File: config.mk
export PLATFORM = sky130hd
export DESIGN_NAME = lfsr_err_window
export DESIGN_NICKNAME = d
export VERILOG_FILES = /design/src/rtl/lfsr_err_window.sv
export SDC_FILE = /design/constraint.sdc
export NUM_CORES = 1
export LEC_CHECK = 0
export BUFFER_PORTS_ARGS = -buffer_cell sky130_fd_sc_hd__buf_2
export CAP_MARGIN = 0
export CORE_AREA = 4 4 41 43
export DETAILED_ROUTE_END_ITERATION = 16
export DIE_AREA = 0 0 45 47
export MAX_ROUTING_LAYER = met4
export PLACE_DENSITY = 0.49
export SYNTH_ARGS = -nofsm -noshare
export SYNTH_HDL_FRONTEND = slang
export SYNTH_SLANG_ARGS = --single-unit
export TNS_END_PERCENT = 5
File: constraint.sdc
create_clock -name clk -period 1.8 [get_ports clk]
set_input_delay 0.09 -clock clk [delete_from_list [all_inputs] [get_ports clk]]
set_output_delay 0.09 -clock clk [all_outputs]
set_load 0.02 [all_outputs]
File: src/rtl/lfsr_err_window.sv
// Error window tracker for the locked checker.
// Counts locked beats in a window of WINDOW beats and the mismatches seen
// inside it; flags when the error count of the current window would reach
// ERR_LIMIT.
//   clk, reset  : clock, async active-high reset
//   clear       : hold counters at zero (checker not locked)
//   beat        : one valid beat while locked
//   miss        : that beat mismatched the prediction
//   limit_hit   : combinational; this beat brings the window to ERR_LIMIT
module lfsr_err_window #(
    parameter int WINDOW    = 16,
    parameter int ERR_LIMIT = 4
) (
    input  logic clk,
    input  logic reset,
    input  logic clear,
    input  logic beat,
    input  logic miss,
    output logic limit_hit
);
    localparam int BW = (WINDOW > 1) ? $clog2(WINDOW) : 1;
    localparam int EW = $clog2(ERR_LIMIT + 1);

    logic [BW-1:0] beat_cnt;
    logic [EW-1:0] err_cnt, err_base, err_nx;
    logic          wrap;

    // On the wrap beat the old window is discarded first, so a mismatch on
    // that beat becomes the first error of the new window.
    assign wrap      = (beat_cnt == BW'(WINDOW - 1));
    assign err_base  = wrap ? '0 : err_cnt;
    assign err_nx    = err_base + EW'(miss);
    assign limit_hit = beat && miss && (err_nx == EW'(ERR_LIMIT));

    always_ff @(posedge clk or posedge reset) begin
        if (reset) begin
            beat_cnt <= '0;
            err_cnt  <= '0;
        end else if (clear) begin
            beat_cnt <= '0;
            err_cnt  <= '0;
        end else if (beat) begin
            beat_cnt <= wrap ? '0 : beat_cnt + BW'(1);
            err_cnt  <= err_nx;
        end
    end

endmodule

After elaboration in Yosys (flattened, before gate mapping):

Index checks and enable logic that the tools add are counted.

* output and inout port bits: 1
* word-level logic and storage cells: 15
* input port bits: 5
* register bits after elaboration: 7

* add/subtract/negate cells: 2
* reduce and logical (&&, ||, !) cells: 3
* equality and inequality tests: 2
* muxes and demuxes: 6

Operators by type and width (count)
* 4-bit two-way mux: 3
* 3-bit two-way mux: 3
* 4-bit by 1-bit adder with 4-bit output (second input constant): 1
* 4-bit == test (second input constant): 1
* 3-bit by 1-bit adder with 3-bit output: 1
* 3-bit == test (second input constant): 1
* 1-bit logical AND: 2
* 2-bit nonzero test: 1

Longest topological paths before layout:

* word-level depth: 5
* depth in mapped cells: 8
* gate-level depth less buffers: 8

Least setup slack after synthesis:

OpenSTA, ideal clock, no wires.

* path kind: register to output
* start point: register beat_cnt[0]
* end point: output limit_hit
* cell stages (with the launch flop): 8
* data required time: 1.710 ns
* buffers on the path: 0
* path slack: -0.219 ns
* data arrival time: 1.929 ns
* path through: dfrtp_1 -> ha_1 -> nand3_1 -> and2_1 -> ha_1 -> ha_1 -> or3_1 -> a21oi_1

* cells in the longest elaborated chain, start to end: 5

Ends and longest elaborated chain
* start, declared: line 24 `logic [BW-1:0] beat_cnt;`
* start signal, assigned: line 43 `beat_cnt <= wrap ? '0 : beat_cnt + BW'(1);`
* 4-bit == test: line 30 `assign wrap = (beat_cnt == BW'(WINDOW - 1));`
* 3-bit two-way mux: line 31 `assign err_base = wrap ? '0 : err_cnt;`
* 3-bit by 1-bit adder with 3-bit output: line 32 `assign err_nx = err_base + EW'(miss);`
* 3-bit == test: line 33 `assign limit_hit = beat && miss && (err_nx == EW'(ERR_LIMIT));`
* 1-bit logical AND: line 33
* end, declared: line 19 `output logic limit_hit`

Every way passes these cells.

Worst setup path in the final report:

* start point: register beat_cnt[1]
* end point: output limit_hit

Same word-level chain as after synthesis.

==> impl_metrics.csv <==
group,metric,value,unit
synthesis,synthesis.area,409,sq um
synthesis,synth_top_family_by_area,"simple AND/OR/NAND/NOR gates",
global_route,grt_first_pass_wirelength,1670,um
synthesis,synth-compound-area-share,8.56,%
setup_path,cp.arrival,1.95,ns
timing,timing.final.max_slew_violations,0,
worst_hold_path,worst_hold_path.num_cells,2,
status,failed_checks,"setup timing",
clock_network,cts_inserted_buffers,3,
timing,worst_clock_skew,0.00808,ns
clock_network,clkSlewWorstSetupHoldPaths,0.05,ns
run,max_capacitance_violation_total,0,
floorplan,die_h,47,um
routing,routed-via-count,380,
synthesis,fraction_of_the_yosys_area_taken_by_sequential_cells,42.8,%
placement,routabilityCongestion,0.672,
timing,clock.fmax,0.490,GHz
routing,antenna_left,0,
floorplan,io-pin-count,6,
floorplan,floorplan.die_area,2120,sq um
cells_and_area,antenna-diode-count,0,
cells_and_area,layout.area.seq,175,sq um
synthesis,synth_area_in_adders,9.17,%
routing,via_per_inst,5.14,
routing,routed_wl,899,um
synthesis,syn-num-nets,51,
synthesis,synth.ff_latch_count,7,
timing,timing.setup.tns,-0.241,ns
power_and_ir_drop,leakagePower,0.262,nW
timing,timing.max_slew.rel_slack,74.0,%
clock_network,clock_tree.buffer_depth,2,
setup_path,critical_path_class,"register to primary output",
global_route,global_route_congestion_overflow_total,0,
cells_and_area,fraction_of_layout_cells_with_a_size_suffix_above_1,40.7,%
routing,count_of_unresolved_drc_violations_after_routing,0,
synthesis,number_of_different_library_cells_in_the_post_synthesis_netlist,20,
setup_path,critical_path.endpoint_type,"primary output",
setup_path,worstRegToRegCells,9,
timing,setup_violations,1,
timing,report.final.hold_viol_count,0,
timing,period_share,113,%
power_and_ir_drop,power.density_cell_area,629,nW/um^2
floorplan,core-area,1300,sq um
clock_network,tritoncts,"built",
synthesis,avgSynthCellArea,9.51,sq um
cells_and_area,multiInputGateArea,273,sq um
clock_network,numClockSinks,7,
routing,post_drt_wl_per_cell,12.1,um
synthesis,post_synth_xor_area_fraction,2.14,%
cells_and_area,nFillCells,132,
global_route,overall_track_demand_over_capacity_in_global_routing,12.1,%
setup_path,worst_ep_required_time,1.71,ns
cells_and_area,final_design_area_no_fill,594,sq um
setup_path,worst-path-max-fanout,3,
global_route,first_global_vias,413,
setup_path,worst-r2r-setup-slack,0.09,ns
timing,grt_setup_unrepaired,"yes",
floorplan,rows,13,
status,status,"finished, violations left",
timing,fin_crit,2.04,ns
global_route,antenna_found_initial,0,
placement,place.port_buffers,5,
routing,first_pass_iters,4,
synthesis,post_synth_and_or_nand_nor_area_fraction,24.2,%
placement,place.detailed.hpwl,674,um
placement,placed_area,512,sq um
cells_and_area,design.final.nets,68,
timing,timing.final.ws_setup,-0.241,ns
synthesis,post_synth_mux_area_share,10.1,%
timing,worst_pin_slew,0.386,ns
setup_path,cp-start-kind,"register",
floorplan,floorplan.initialDensity,31.4,%
global_route,grt_start_max_net_pins,13,
worst_hold_path,tightest_hold_check_type,"primary input to register",
power_and_ir_drop,irDropWorstVdd,0.000284,V
synthesis,yosysWarnings,0,
clock_network,clk-insertion-delay-late,0.26,ns
routing,initial_drc_count,14,
floorplan,die_x,45,um
cells_and_area,area.growth.synth_to_final,45.3,%
clock_network,h-tree-depth,1,
clock_network,root_buffer_cell,"sky130_fd_sc_hd__clkbuf_4",
synthesis,syn_inst,43,
-- registers in the layout (all words and copies together), names as in the netlist --
| register | flops |
|---|---|
| beat_cnt | 4 |
| err_cnt | 3 |
-- per-stage QoR --
step	total power [mW]	setup WS (ns)	util, %	std cells	hold WS, ns
global placement	0.216	-0.0360	39.3	67	0.0278
floorplan	0.201	0.00173	-	43	-0.107
CTS	0.378	-0.241	45.1	73	0.0874
detailed placement	0.219	-0.0759	39.3	67	0.0377
finish	0.374	-0.241	45.7	74	0.0936
global route	0.402	-0.338	45.7	74	0.0992
-- layout make-up --
type                    instances  area share, %
repair buffers                 13           15.8
clock buffers                   4           4.42
inverters                       2           1.26
well taps                      15           3.16
flip-flops and latches          7           29.5
multi-input cells              33           45.9
-- routing by layer --
metal	vias to the layer above	wire (um)	GRT usage, %
li1	182	-	-
met1	182	346	10.9
met2	12	466	18.9
met3	4	67	6.90
met4	0	17	8.77
met5	-	0	-
-- worst paths after layout --
kind | from | end
worst max-delay path | beat_cnt[1] | limit_hit
worst min-delay path | clear | err_cnt[2]
worst min register to register | err_cnt[0] | err_cnt[0]
max in group asynchronous | reset | beat_cnt[1]
min in group asynchronous | reset | err_cnt[2]
worst max register to register | beat_cnt[1] | err_cnt[2]
-- layout by cell type, fill, tap and decap left out --
cell and instances:
sky130_fd_sc_hd__and3_4 1, sky130_fd_sc_hd__buf_6 1, sky130_fd_sc_hd__nor2_1 6, sky130_fd_sc_hd__or3_4 1, sky130_fd_sc_hd__nand3b_1 1, sky130_fd_sc_hd__mux2i_1 3, sky130_fd_sc_hd__a31oi_1 1, sky130_fd_sc_hd__inv_1 2
sky130_fd_sc_hd__nand2_1 2, sky130_fd_sc_hd__nand2b_1 1, sky130_fd_sc_hd__a21oi_1 2, sky130_fd_sc_hd__o21ai_0 1, sky130_fd_sc_hd__nor3_1 1, sky130_fd_sc_hd__dlygate4sd3_1 1, sky130_fd_sc_hd__dfrtp_1 7, sky130_fd_sc_hd__ha_4 2
sky130_fd_sc_hd__a41oi_1 1, sky130_fd_sc_hd__nand3_2 1, sky130_fd_sc_hd__and2_4 1, sky130_fd_sc_hd__xor2_1 1, sky130_fd_sc_hd__buf_4 7, sky130_fd_sc_hd__clkbuf_1 1, sky130_fd_sc_hd__clkbuf_4 3, sky130_fd_sc_hd__mux2_2 1
sky130_fd_sc_hd__ha_2 1, sky130_fd_sc_hd__a21oi_4 1, sky130_fd_sc_hd__buf_2 4, sky130_fd_sc_hd__nand3_1 3, sky130_fd_sc_hd__and2_1 1
-- cells by family after synthesis --
kind of cell / after synthesis
buf+inv: 3
mux: 4
simple gates: 19
flops: 7
fa+ha+maj: 3
xor+xnor: 1
compound gates: 6
-- repair_timing --
| action | in CTS | in global routing |
|---|---|---|
| buffers inserted | 1 | 1 |
| setup endpoints to repair | 1 | 1 |
| pin swaps | 2 | 1 |
| gates resized for setup | 6 | 0 |
| cloned | 0 | 0 |
| hold endpoints to repair | 7 | 0 |
| hold buffers | 1 | 0 |
-- synthesized netlist by cell type, drive strengths merged --
master	number	area share, %
dfrtp	7	43
a41oi	1	2.1
a21oi	3	3.7
and2	2	3.1
xor2	1	2.1
buf	1	1.2
nand2b	1	1.5
inv	2	1.8
or3	1	1.5
nand3	4	4.9
nand2	2	1.8
and3	1	2.8
a31oi	1	1.5
nor2	6	5.5
ha	3	9.2
o21ai	1	1.2
mux2	1	2.8
mux2i	3	7.3
nand3b	1	1.8
nor3	1	1.2
-- worst max-delay path, cell delays in order, from the launching register on --
cell	delay [ns]
sky130_fd_sc_hd__dfrtp_1	0.36
sky130_fd_sc_hd__ha_2	0.20
sky130_fd_sc_hd__nand3_2	0.09
sky130_fd_sc_hd__and2_4	0.16
sky130_fd_sc_hd__ha_4	0.15
sky130_fd_sc_hd__ha_4	0.15
sky130_fd_sc_hd__or3_4	0.34
sky130_fd_sc_hd__a21oi_4	0.13
sky130_fd_sc_hd__buf_6	0.13
-- power by group --
part           switching, mW  total, mW  internal, mW
Sequential           0.00366      0.168         0.164
Combinational         0.0301     0.0630        0.0329
Clock                 0.0584      0.143        0.0846
Total                 0.0921      0.374         0.282
(Power assumes the default switching activity.)
